### src/rtl/cpu_pkg.sv
// Shared definitions for the 16-bit core: condition codes, flag indices, PC unit states.
package cpu_pkg;

  localparam logic [2:0] COND_NE     = 3'b000;
  localparam logic [2:0] COND_EQ     = 3'b001;
  localparam logic [2:0] COND_GT     = 3'b010;
  localparam logic [2:0] COND_LT     = 3'b011;
  localparam logic [2:0] COND_GE     = 3'b100;
  localparam logic [2:0] COND_LE     = 3'b101;
  localparam logic [2:0] COND_OV     = 3'b110;
  localparam logic [2:0] COND_UNCOND = 3'b111;

  localparam int unsigned FLAG_Z = 2;
  localparam int unsigned FLAG_N = 1;
  localparam int unsigned FLAG_V = 0;

  typedef enum logic {
    PCS_RUN,
    PCS_HALTED
  } pc_state_t;

endpackage

### src/rtl/pc_cond_eval.sv
// Branch condition evaluation against the registered {Z,N,V} flags.
module pc_cond_eval
  import cpu_pkg::*;
(
  input  logic [2:0] cond,
  input  logic [2:0] flags,
  output logic       cond_true
);

  logic z, n, v;

  assign z = flags[FLAG_Z];
  assign n = flags[FLAG_N];
  assign v = flags[FLAG_V];

  always_comb begin
    cond_true = 1'b0;
    unique case (cond)
      COND_NE:     cond_true = ~z;
      COND_EQ:     cond_true = z;
      COND_GT:     cond_true = ~z & ~n;
      COND_LT:     cond_true = n;
      COND_GE:     cond_true = z | ~n;
      COND_LE:     cond_true = n | z;
      COND_OV:     cond_true = v;
      COND_UNCOND: cond_true = 1'b1;
      default:     cond_true = 1'b0;
    endcase
  end

endmodule

### src/rtl/pc_control_unit.sv
// Program-counter unit: PC register, PC+2, relative and register-indirect branches,
// flag register with per-bit write enables, stall hold and sticky HALT.
module pc_control_unit
  import cpu_pkg::*;
#(
  parameter int unsigned ADDR_W   = 16,
  parameter int unsigned IMM_W    = 9,
  parameter int unsigned RESET_PC = 0
) (
  input  logic              clk,
  input  logic              rst,
  input  logic              stall,
  input  logic              halt,
  input  logic              branch_en,
  input  logic              br_en,
  input  logic [2:0]        cond,
  input  logic [IMM_W-1:0]  imm,
  input  logic [ADDR_W-1:0] rs_val,
  input  logic [2:0]        flag_we,
  input  logic              z_in,
  input  logic              n_in,
  input  logic              v_in,
  output logic [ADDR_W-1:0] pc,
  output logic [ADDR_W-1:0] pc_plus2,
  output logic              taken,
  output logic              halted,
  output logic [2:0]        flags
);

  localparam logic [ADDR_W-1:0] RESET_VAL = ADDR_W'(RESET_PC);

  pc_state_t         state;
  logic              cond_true;
  logic [ADDR_W-1:0] imm_ext;
  logic [ADDR_W-1:0] rel_target;
  logic [ADDR_W-1:0] br_target;
  logic [ADDR_W-1:0] next_pc;

  pc_cond_eval u_cond (
    .cond      (cond),
    .flags     (flags),
    .cond_true (cond_true)
  );

  // Word offset sign-extended, then scaled to bytes; all sums wrap.
  assign imm_ext    = ADDR_W'($signed(imm));
  assign pc_plus2   = pc + ADDR_W'(2);
  assign rel_target = pc_plus2 + (imm_ext << 1);
  assign br_target  = rs_val & ~ADDR_W'(1);

  assign taken = (state == PCS_RUN) & ~stall & ~halt & (branch_en | br_en) & cond_true;

  always_comb begin
    next_pc = pc_plus2;
    if (taken && br_en) begin
      next_pc = br_target;
    end else if (taken) begin
      next_pc = rel_target;
    end
  end

  always_ff @(posedge clk or posedge rst) begin
    if (rst) begin
      pc     <= RESET_VAL;
      flags  <= 3'b000;
      state  <= PCS_RUN;
      halted <= 1'b0;
    end else begin
      // Flags update in any state, independent of stall.
      if (flag_we[FLAG_Z]) flags[FLAG_Z] <= z_in;
      if (flag_we[FLAG_N]) flags[FLAG_N] <= n_in;
      if (flag_we[FLAG_V]) flags[FLAG_V] <= v_in;

      unique case (state)
        PCS_RUN: begin
          if (!stall) begin
            if (halt) begin
              state  <= PCS_HALTED;
              halted <= 1'b1;
            end else begin
              pc <= next_pc;
            end
          end
        end
        PCS_HALTED: begin
          halted <= 1'b1;
        end
        default: begin
          state <= PCS_RUN;
        end
      endcase
    end
  end

endmodule

### config.mk
export PLATFORM = sky130hd
export DESIGN_NAME = pc_control_unit
export DESIGN_NICKNAME = d
export VERILOG_FILES = /design/src/rtl/cpu_pkg.sv /design/src/rtl/pc_cond_eval.sv /design/src/rtl/pc_control_unit.sv
export SDC_FILE = /design/constraint.sdc
export NUM_CORES = 1
export LEC_CHECK = 0
export CAP_MARGIN = 20
export CELL_PAD_IN_SITES_DETAIL_PLACEMENT = 1
export CELL_PAD_IN_SITES_GLOBAL_PLACEMENT = 1
export CORE_MARGIN = 2
export CORE_UTILIZATION = 36
export CTS_CLUSTER_SIZE = 20
export DETAILED_ROUTE_END_ITERATION = 8
export GPL_TIMING_DRIVEN = 0
export PLACE_DENSITY = 0.91
export SLEW_MARGIN = 30
export SYNTH_ARGS = -nofsm -noshare
export SYNTH_HDL_FRONTEND = slang
export SYNTH_SLANG_ARGS = --single-unit
### constraint.sdc
create_clock -name clk -period 5 [get_ports clk]
set_clock_uncertainty 0.1 [all_clocks]
set_input_delay 1 -clock clk [delete_from_list [all_inputs] [get_ports clk]]
set_output_delay 1 -clock clk [all_outputs]
set_load 0.005 [all_outputs]
-- Yosys cells after proc, flatten, opt, wreduce, memory -nomap -nowiden
Index checks and enable logic that the tools add are counted.
- bits in registers: 21
- output and inout bits: 37
- logic and storage cells: 43
- bits of input ports: 40
- reductions and logical operators: 4
- add/sub/neg operators: 2
- multiplexer cells: 9
- equal/unequal tests: 9
- bitwise gates (word level): 13
- operators with widths (cell ; number):
    2-to-1 mux 16 bit ; 2
    adder 16 bit ; 1
    adder 16 x 2 -> 16 bit, second input constant ; 1
    equality test 3 bit, second input constant ; 4
    one-hot mux 1 bit (8 select lines) ; 1
    equality test 3 x 2 -> 1 bit, second input constant ; 2
    bitwise AND 1 bit ; 5
    2-to-1 mux 1 bit ; 5
    inverter 1 bit ; 5
    != test 2 bit, second input constant ; 2
    equality test 3 x 1 -> 1 bit, second input constant ; 1
    logical NOT 3 bit ; 1
    OR 1 bit ; 3
    AND reduction 3 bit ; 1
    one-hot mux 1 bit (2 select lines) ; 1
    AND reduction 2 bit ; 1
    logical AND 1 bit ; 1

-- Logic depth before layout (Yosys ltp)
Gate-level depths: netlist (run 1).
- word-level depth: 7
- gate-level depth with buffers: 12
- mapped depth without buffers: 12

-- By module
From an unflattened synthesis (run 1), not the netlist that was laid out.
- cells, all modules: 259
- area total of the unflattened synthesis: 2072.0 um2
- modules (own cells, without submodules) (module ; cells an instance ; area each (um2) ; instances ; sequential area each (um2)):
    pc_control_unit ; 248 ; 1995.7 ; 1 ; 500.5
    pc_cond_eval ; 11 ; 76.3 ; 1 ; 0.0

-- Worst setup path before layout (run 1)
Ideal clock, no wire load.
- kind: reg2reg
- from: reg pc[3]
- to: reg pc[13]
- setup slack: 1976 ps
- buffers on the path: 0
- arrival: 2791 ps
- cell stages (with the launch flop): 12
- period minus slack after synthesis: 3024 ps
- setup time: 133 ps
- path through: dfrtp_1 and4_1 nand4_2 nor2_1 xor2_1 ha_1 a21o_1 nor2_2 or4b_1 a41oi_2 xor2_1 o211ai_1
- longest elaborated chain between the ends: 4
- ends and longest elaborated chain (item ; RTL line ; RTL):
    start: declaration ; pc_control_unit.sv:23 ; output logic [ADDR_W-1:0] pc,
    start signal: assignment ; pc_control_unit.sv:81 ; pc <= next_pc;
    adder 16 x 2 -> 16 bit ; pc_control_unit.sv:47 ; assign pc_plus2 = pc + ADDR_W'(2);
    net pc_plus2[10] ; pc_control_unit.sv:24 ; output logic [ADDR_W-1:0] pc_plus2,
    adder 16 bit ; pc_control_unit.sv:48 ; assign rel_target = pc_plus2 + (imm_ext << 1);
    2-to-1 mux 16 bit ; pc_control_unit.sv:57 ; end else if (taken) begin
    2-to-1 mux 16 bit ; pc_control_unit.sv:55 ; if (taken && br_en) begin
The timed path passes the listed nets, and every way through them passes these cells.
A chain may end at the register's enable or synchronous reset.

-- Worst setup path in the final report (run 1)
- from: in cond[0]
- to: out taken
- longest elaborated chain between the ends: 3
- ends and longest elaborated chain (item ; RTL line ; RTL):
    start: declaration ; pc_control_unit.sv:16 ; input logic [2:0] cond,
    equality test 3 bit, or another cell as far along ; pc_cond_eval.sv:18 ; unique case (cond)
    one-hot mux 1 bit (8 select lines) * ; pc_cond_eval.sv:18 ;
    bitwise AND 1 bit * ; pc_control_unit.sv:51 ; assign taken = (state == PCS_RUN) & ~stall & ~halt & (branch_en | br_en) & cond_true;
    end: declaration ; pc_control_unit.sv:25 ; output logic taken,
Every way passes the cells marked *; elsewhere a longest branch is shown, timed or not.

==> flow_metrics.env, run 1 <==
export IMPL_status="finished, final reports clean"
export IMPL_numCtsBuffers=3
export IMPL_num_fill_cells=721
export IMPL_yosys_cell_count_top_type="nand2_1"
export IMPL_multiInputGateArea_mm2=0.00161
export IMPL_fin_nets=392
export IMPL_crit_family="buffers and inverters"
export IMPL_dp_hpwl_um=6180
export IMPL_pre_cts_ws_ps=770
export IMPL_synth_edf_count=0
export IMPL_yosys_warnings=0
export IMPL_vias=2347
export IMPL_worst_slew_pin_slew_ps=904
export IMPL_switching_share=0.401
export IMPL_dieArea_mm2=0.00673
export IMPL_p_total_uw=969
export IMPL_period_needed_ps=4220
export IMPL_cp_end_kind="output port"
export IMPL_seq_power_share=0.249
export IMPL_ant_nets=0
export IMPL_synth_area_mux_share=0.0154
export IMPL_worstPathBufferInverterCount=3
export IMPL_syn_inst=254
export IMPL_grt_use_total=0.234
export IMPL_syn_to_final_growth_pct=41.0
export IMPL_arrival_ps=3120
export IMPL_start_kind="input pin"
export IMPL_required_ps=3900
export IMPL_yosys_most_used_dff="dfrtp_1"
export IMPL_cpMostUsedCell="clkdlybuf4s50_1"
export IMPL_yosys_area_top_type_share=0.228
export IMPL_cts_sinks=20
export IMPL_drt_pass1_iter_count=4
export IMPL_synthXorXnorAreaFrac=0.0913
export IMPL_syn_area_mm2=0.00219
export IMPL_row_count=28
export IMPL_ys_seq_area_frac=0.228
export IMPL_p_leak_nw=1.23
export IMPL_worstHoldPathType="register to register"
export IMPL_grt_pass1_vias=2463
export IMPL_crit_chain="clkdlybuf4s50_1, nor2b_1, a22o_1, o21ba_2, buf_6, nor3_2, clkdlybuf4s50_1"
export IMPL_cp_slowest_cell="clkdlybuf4s50_1"
export IMPL_place_area_mm2=0.00302
export IMPL_drc=0
export IMPL_dp_cells=403
export IMPL_final_setup_worst_slack_ps=782
export IMPL_cts_setup_buffers=0
export IMPL_powerDensity_mw_per_mm2=314
export IMPL_clkTransAtPathRegs_ps=90
export IMPL_grt_pass1_wl_um=12100
export IMPL_finalSetupViolCount=0
export IMPL_start_util=0.372
export IMPL_slew_headroom=0.397
export IMPL_overflow=0
export IMPL_power_frac_clock=0.178
export IMPL_clk_latency_ps=270
export IMPL_die_w_um=82.0
export IMPL_die_y_um=82.0
export IMPL_synth_adder_area_share=0.112
export IMPL_hold_buffers=0
export IMPL_async_reset_ff_frac=1.00
export IMPL_n_antenna_cell=0
export IMPL_coreArea_mm2=0.00589
export IMPL_clk_path_buf_depth=2
export IMPL_period_share=0.844
export IMPL_final_seq_area_um2=500
export IMPL_ys_seq_elements=20
export IMPL_p_sw_uw=389
export IMPL_slowest_delay_ps=560
export IMPL_routed_via_density=5.77
export IMPL_pin_count=77
export IMPL_ys_types=65
export IMPL_synth_top_family_by_area="compound AO/OA/AOI/OAI gates"
export IMPL_final_area_mm2=0.00309
export IMPL_cap_violations=0
export IMPL_cts_root_buf="clkbuf_8"
export IMPL_gp_congestion=0.874
export IMPL_ir_worst_vdd_v=0.000165
export IMPL_antenna_found_initial=0
export IMPL_timing_hold_ws_ps=383
export IMPL_io_buffers=73
export IMPL_hold_viol_final=0
export IMPL_comb_power_share=0.573
export IMPL_synth_compound_area_frac=0.262
export IMPL_syn_area_per_cell_um2=8.63
export IMPL_finalSetupTns_ps=0
export IMPL_postLayoutCoreUtil=0.525
export IMPL_wl_um=7640
export IMPL_synth_common_cells="nand2_1 (27), dfrtp_1 (20), ha_1 (18)"
export IMPL_fmax_ghz=0.237
export IMPL_synth_top_area_cell="dfrtp_1"
export IMPL_critical_path_class="input pin to output port"
export IMPL_p_int_uw=581
export IMPL_wl_per_cell_um=18.8
export IMPL_drv_slew=0
export IMPL_fin_cells=407
export IMPL_synthSimpleGateAreaFrac=0.250
export IMPL_drtIter0Drc=86
export IMPL_cp_max_fo=10
export IMPL_cts_resized=0
export IMPL_drive_gt1_frac=0.0994
export IMPL_grt_max_degree=21
export IMPL_synth_area_leaders="dfrtp_1 (23%), ha_1 (10%), xnor2_1 (5.2%)"
export IMPL_cts_htree_levels=1
export IMPL_tritoncts="yes"
export IMPL_rsz0062_at_grt="false"
-- cell usage in the layout, fill, tap and decap left out, types with 6 or more instances in the layout --
master           count
a211oi_1             8
a21o_1               8
a21oi_1             11
a31oi_1              6
clkdlybuf4s50_1     73
dfrtp_1             20
ha_1                18
inv_1                9
nand2_1             27
nor2_1               9
o211ai_1             6
o21ai_0             10
o21ai_1              7
o22ai_1              7
xnor2_1             13
xor2_1               8
-- final timing paths --
| path | cells past startpoint | endpoint | slack, ps | start |
|---|---|---|---|---|
| worst max-delay path | 7 | taken | 780 | cond[0] |
| worst max register to register | 11 | pc[13] | 1550 | pc[3] |
| min in group asynchronous | 2 | halted | 1130 | rst |
| max in group asynchronous | 2 | pc[15] | 3110 | rst |
| worst min-delay path | 1 | halted | 380 | halted |
| worst min register to register | 1 | halted | 380 | halted |
-- final cells by class --
class	instances	share of cell area
multi-input cells	217	0.520
repair buffers	73	0.236
flip-flops and latches	20	0.162
well taps	75	0.0304
plain buffers	9	0.0170
clock buffers	3	0.0134
inverters	9	0.0109
clock inverters	1	0.00971
-- worst register-to-register path: stages (launching register included) --
cell and delay (ps):
dfrtp_1 510, and4_1 270, nand4_2 220, nor2_1 190, xor2_1 270, ha_1 340
a21o_1 230, nor2_2 170, or4b_1 530, a41oi_2 230, xor2_1 180, o211ai_1 90
-- registers in the layout, summed over array words and instances, names as in the netlist --
register / count
pc: 15
flags: 3
halted: 1
state: 1
-- metal layers --
metal,GRT usage,share of wire
met3,0.0297,0.040
met5,0,0
met4,0.0733,0.013
met2,0.411,0.51
met1,0.294,0.44
-- power groups by stage --
stage	sequential [mW]	combinational [mW]	clock (mW)
detailed placement	0.244	0.552	0
global route	0.247	0.615	0.181
floorplan	0.235	0.319	0
global placement	0.241	0.528	0
finish	0.241	0.555	0.173
CTS	0.241	0.556	0.174
-- kinds of logic after synthesis --
family          count (synthesis)
flops                          20
buf+inv                        18
fa+ha+maj                      19
other cells                     1
xor+xnor                       22
compound gates                 82
simple gates                   89
mux                             3
Power figures use the tool's default switching activity.
==> inputs of run 2 (changes only) <==
- CORE_UTILIZATION: 36 -> 30
- PLACE_DENSITY: 0.91 -> 0.81
- clock period: 5 -> 3.4 ns (I/O delays scaled with it)
==> run 2 against run 1 <==
Clock-buffer cell count did not move. Non-clock buffer count rose by 10. Die area rose by 19%. Hold slack improved by 5.7 ps. First-iteration DRC count rose by 31%. Cell count rose by 8.4%. Sequential share of layout area fell by 0.49 points. Total power rose by 53%. Critical endpoint is now pc[13]. Combinational power rose by 55%. Highest routed layer unchanged. Design area rose by 4.7%. Wire length rose by 0.42%.
==> flow_metrics.env, run 2 (synthesized netlist as in run 1, its figures left out) <==
export IMPL_status="finished, final reports clean"
export IMPL_drtIter0Drc=113
export IMPL_die_y_um=89.5
export IMPL_clk_latency_ps=280
export IMPL_ant_nets=0
export IMPL_drive_gt1_frac=0.158
export IMPL_reg_top3="pc (15), flags (3)"
export IMPL_clkTransAtPathRegs_ps=90
export IMPL_wl_um=7670
export IMPL_regMostFlops="pc"
export IMPL_start_util=0.305
export IMPL_coreArea_mm2=0.00718
export IMPL_antenna_found_initial=0
export IMPL_num_fill_cells=864
export IMPL_cts_root_buf="clkbuf_8"
export IMPL_drt_pass1_iter_count=4
export IMPL_grt_pass1_wl_um=11400
export IMPL_critPathLaunch="pc[5]"
export IMPL_cts_htree_levels=1
export IMPL_arrival_ps=3320
export IMPL_fin_cells=441
export IMPL_wl_per_cell_um=17.4
export IMPL_die_w_um=89.5
export IMPL_io_buffers=73
export IMPL_routed_via_density=5.32
export IMPL_slew_headroom=0.419
export IMPL_vias=2347
export IMPL_r2r_setup_slack_ps=130
export IMPL_crit_reg2reg_capture="pc[13]"
export IMPL_drv_slew=0
export IMPL_hold_viol_final=0
export IMPL_cap_violations=0
export IMPL_period_share=0.962
export IMPL_pin_count=77
export IMPL_drc=0
export IMPL_grt_pass1_vias=2314
export IMPL_row_count=31
export IMPL_clk_path_buf_depth=2
export IMPL_fin_nets=402
export IMPL_n_antenna_cell=0
export IMPL_p_leak_nw=1.28
export IMPL_cp_max_fo=6
export IMPL_tritoncts="yes"
export IMPL_ir_worst_vdd_v=0.000133
export IMPL_grt_max_degree=21
export IMPL_grt_use_total=0.186
export IMPL_dp_cells=427
export IMPL_fmax_ghz=0.306
export IMPL_critical_path_class="register to register"
export IMPL_reg2reg_depth=11
export IMPL_worst_slew_pin_slew_ps=870
export IMPL_largest_reg_flops=15
export IMPL_required_ps=3450
export IMPL_powerDensity_mw_per_mm2=458
export IMPL_numCtsBuffers=3
export IMPL_p_total_mw=1.48
export IMPL_gp_congestion=0.840
export IMPL_finalSetupViolCount=0
export IMPL_mostFrequentLayoutCell="clkdlybuf4s50_1"
export IMPL_cts_sinks=20
export IMPL_r2r_start="pc[5]"
export IMPL_overflow=0
export IMPL_cp_end_kind="register"
export IMPL_worstHoldPathType="register to register"
export IMPL_hold_buffers=0
export IMPL_dieArea_mm2=0.00801
export IMPL_dp_hpwl_um=5840
export IMPL_cp_endpoint="pc[13]"
export IMPL_period_needed_ps=3270
export IMPL_start_kind="register"
export IMPL_syn_to_final_growth_pct=47.6
export IMPL_mostFrequentLayoutCells="clkdlybuf4s50_1 (71), nand2_1 (27), ha_1 (17)"
[run 2: cell types whose count changed in the layout (fill, tap and decap cells not counted), moves of 2 or more]
cell / delta
buf_4: +10
dfrtp_2: +6
dfrtp_1: -6
dlygate4sd2_1: +2
clkdlybuf4s50_1: -2
[run 2: repair_timing]
action | in CTS | in global routing
buffers inserted | 1 | 9
pin swaps | 0 | 1
setup endpoints to repair | 4 | 8
gates resized for setup | 8 | 7
[run 2: layer usage]
metal	track usage	wire length [µm]	up-vias
li1	-	-	1129
met4	0.0516	85	0
met1	0.250	3540	1152
met2	0.316	3730	61
met5	0	0	-
met3	0.0194	316	5
[run 2: power by group]
| part | switching (mW) | leakage [nW] | internal (mW) | total [mW] |
|---|---|---|---|---|
| logic | 0.408 | 1.02 | 0.455 | 0.863 |
| registers | 0.0795 | 0.227 | 0.280 | 0.359 |
| clock network | 0.103 | 0.0357 | 0.158 | 0.261 |
[run 2: worst min-delay path by stage]
stage / from / to / slack (ps) / cells past startpoint
after floorplan: halted / halted / 360 / 1
after global placement: halted / halted / 350 / 1
after detailed placement: halted / halted / 370 / 1
after CTS: halted / halted / 390 / 1
after global routing: halted / halted / 410 / 1
final: halted / halted / 390 / 1
[run 2: layout make-up]
class                   count  area, µm²  area share
plain buffers               9       52.6      0.0162
repair buffers             83        803       0.248
clock inverters             1       30.0     0.00928
inverters                   9       33.8      0.0104
multi-input cells         217       1640       0.508
flip-flops and latches     20        508       0.157
clock buffers               3       41.3      0.0128
well taps                  99        124      0.0383
[run 2: metrics by stage]
stage | TNS, ps | hold WS, ps | utilization | worst slack (ps) | area (µm²)
floorplan | 0 | 365 | - | 376 | 2200
global placement | -158 | 353 | 0.425 | -151 | 3050
detailed placement | -275 | 373 | 0.425 | -202 | 3050
CTS | 0 | 394 | 0.438 | 19.5 | 3150
global route | -21.6 | 410 | 0.451 | -17.1 | 3240
finish | 0 | 388 | 0.451 | 131 | 3240
[run 2: worst max-delay path, stage by stage (launching register included)]
cell      delay (ps)
dfrtp_2          440
and4_4           250
nand4_4          170
nor2_1           170
xor2_1           250
ha_1             320
a21o_1           220
nor2_2           170
or4b_4           510
a41oi_2          220
xor2_1           190
o211ai_1         120
==> inputs of run 3 (changes only) <==
- MAX_ROUTING_LAYER: unset -> met4
- PLACE_DENSITY: 0.81 -> unset
- PLACE_DENSITY_LB_ADDON: unset -> 0.1
- SKIP_LAST_GASP: unset -> 1
==> run 3 against run 2 <==
Non-clock buffer count grew 4. Via count is 2.3% lower. Die area unchanged. Total power is 1.3% lower. Sequential power is essentially flat. Critical path depth shrank 6. First-iteration DRC count fell by 21%. Core utilization is 0.63 points higher.
==> flow_metrics.env, run 3 (synthesized netlist as in run 1, its figures left out) <==
export IMPL_io_buffers=73
export IMPL_worstHoldPathType="register to register"
export IMPL_drive_gt1_frac=0.162
export IMPL_drv_slew=0
export IMPL_wl_um=7610
export IMPL_dieArea_mm2=0.00801
export IMPL_r2r_start="pc[2]"
export IMPL_powerDensity_mw_per_mm2=446
export IMPL_hold_buffers=0
export IMPL_syn_to_final_growth_pct=49.7
export IMPL_worst_slew_pin_slew_ps=676
export IMPL_critPathLaunch="pc[2]"
export IMPL_die_y_um=89.5
export IMPL_arrival_ps=2510
export IMPL_hold_start="halted"
export IMPL_grt_use_total=0.199
export IMPL_drc=0
export IMPL_grt_max_degree=21
export IMPL_multiInputGateArea_mm2=0.00165
export IMPL_dp_hpwl_um=5910
export IMPL_drt_pass1_iter_count=4
export IMPL_rsz0062_at_grt="true"
export IMPL_cts_htree_levels=1
export IMPL_final_setup_worst_slack_ps=113
export IMPL_cts_sinks=20
export IMPL_mostFrequentLayoutCell="clkdlybuf4s50_1"
export IMPL_pre_cts_ws_ps=-170
export IMPL_coreArea_mm2=0.00718
export IMPL_cap_violations=0
export IMPL_start_util=0.305
export IMPL_cts_root_buf="clkbuf_8"
export IMPL_ir_worst_vdd_v=0.000202
export IMPL_num_fill_cells=859
export IMPL_reg_top3="pc (15), flags (3)"
export IMPL_gp_congestion=0.807
export IMPL_pin_count=77
export IMPL_hold_viol_final=0
export IMPL_slew_headroom=0.544
export IMPL_tritoncts="yes"
export IMPL_start_kind="register"
export IMPL_finalSetupTns_ps=0
export IMPL_wl_per_cell_um=17.1
export IMPL_postLayoutCoreUtil=0.457
export IMPL_p_total_mw=1.46
export IMPL_largest_reg_flops=15
export IMPL_grt_most_used_layer="met2"
export IMPL_numCtsBuffers=3
export IMPL_mostFrequentLayoutCells="clkdlybuf4s50_1 (72), nand2_1 (27), ha_1 (18)"
export IMPL_overflow=0
export IMPL_antenna_found_initial=0
export IMPL_ant_nets=0
export IMPL_regMostFlops="pc"
export IMPL_row_count=31
export IMPL_grt_util_met1=0.291
export IMPL_final_area_mm2=0.00328
export IMPL_final_seq_area_um2=508
export IMPL_clk_latency_ps=270
export IMPL_fmax_ghz=0.304
export IMPL_critical_path_class="register to output port"
export IMPL_fin_nets=406
export IMPL_finalSetupViolCount=0
export IMPL_grt_use_met3=0.0120
export IMPL_drtIter0Drc=89
export IMPL_clk_path_buf_depth=2
export IMPL_required_ps=2620
export IMPL_grt_pass1_vias=2238
export IMPL_cp_max_fo=6
export IMPL_place_area_mm2=0.00305
export IMPL_p_leak_nw=1.31
export IMPL_grt_pass1_wl_um=11800
export IMPL_period_share=0.967
export IMPL_vias=2292
export IMPL_clkTransAtPathRegs_ps=80
export IMPL_n_antenna_cell=0
export IMPL_status="finished, final reports clean"
export IMPL_die_w_um=89.5
export IMPL_period_needed_ps=3290
export IMPL_cp_end_kind="output port"
export IMPL_routed_via_density=5.15
export IMPL_grtUsageMet2=0.305
==> run 3: critical path: stages (launching register included) <==
cell and delay [ps]:
dfrtp_2 460, ha_1 290, nand2_1 210, nor4_1 330
xor2_1 370, clkdlybuf4s50_1 580
==> run 3: cell type report <==
class                      instances  area share
buffer                             9      0.0160
sequential                        20       0.155
tap                               99      0.0378
multi-input combinational        217       0.502
timing repair buffer              87       0.258
inverter                           9      0.0103
clock buffer                       3      0.0126
clock inverter                     1     0.00915
==> run 3: layer usage <==
metal  routed length (µm)  share of wire
met1                 3860           0.51
met2                 3500           0.46
met3                  201          0.026
met4                   49         0.0064
met5                    0              0
==> run 3: power breakdown <==
group,internal (mW),switching (mW),leakage (nW)
combinational,0.450,0.403,1.05
sequential,0.280,0.0784,0.227
clock,0.157,0.0939,0.0357
total,0.888,0.575,1.31
==> run 3: timing repair <==
action / 4_1_cts / 5_1_grt
pin swaps: 2 / 2
hold endpoints to repair: 0 / 0
buffers inserted: 1 / 12
setup endpoints to repair: 5 / 7
gates resized for setup: 7 / 7
==> run 3: worst paths after layout <==
check / cells after the start / slack, ps / end
worst max-delay path: 5 / 110 / pc_plus2[13]
worst min-delay path: 1 / 380 / halted
worst max register to register: 12 / 160 / pc[13]
worst min register to register: 1 / 380 / halted
max in group asynchronous: 3 / 2240 / pc[1]
min in group asynchronous: 2 / 560 / flags[2]
==> run 3: metrics by stage <==
stage	std cells	hold WS, ps
after floorplan	255	365
after global placement	427	353
after CTS	432	379
final	445	376
after detailed placement	427	357
after global routing	445	411
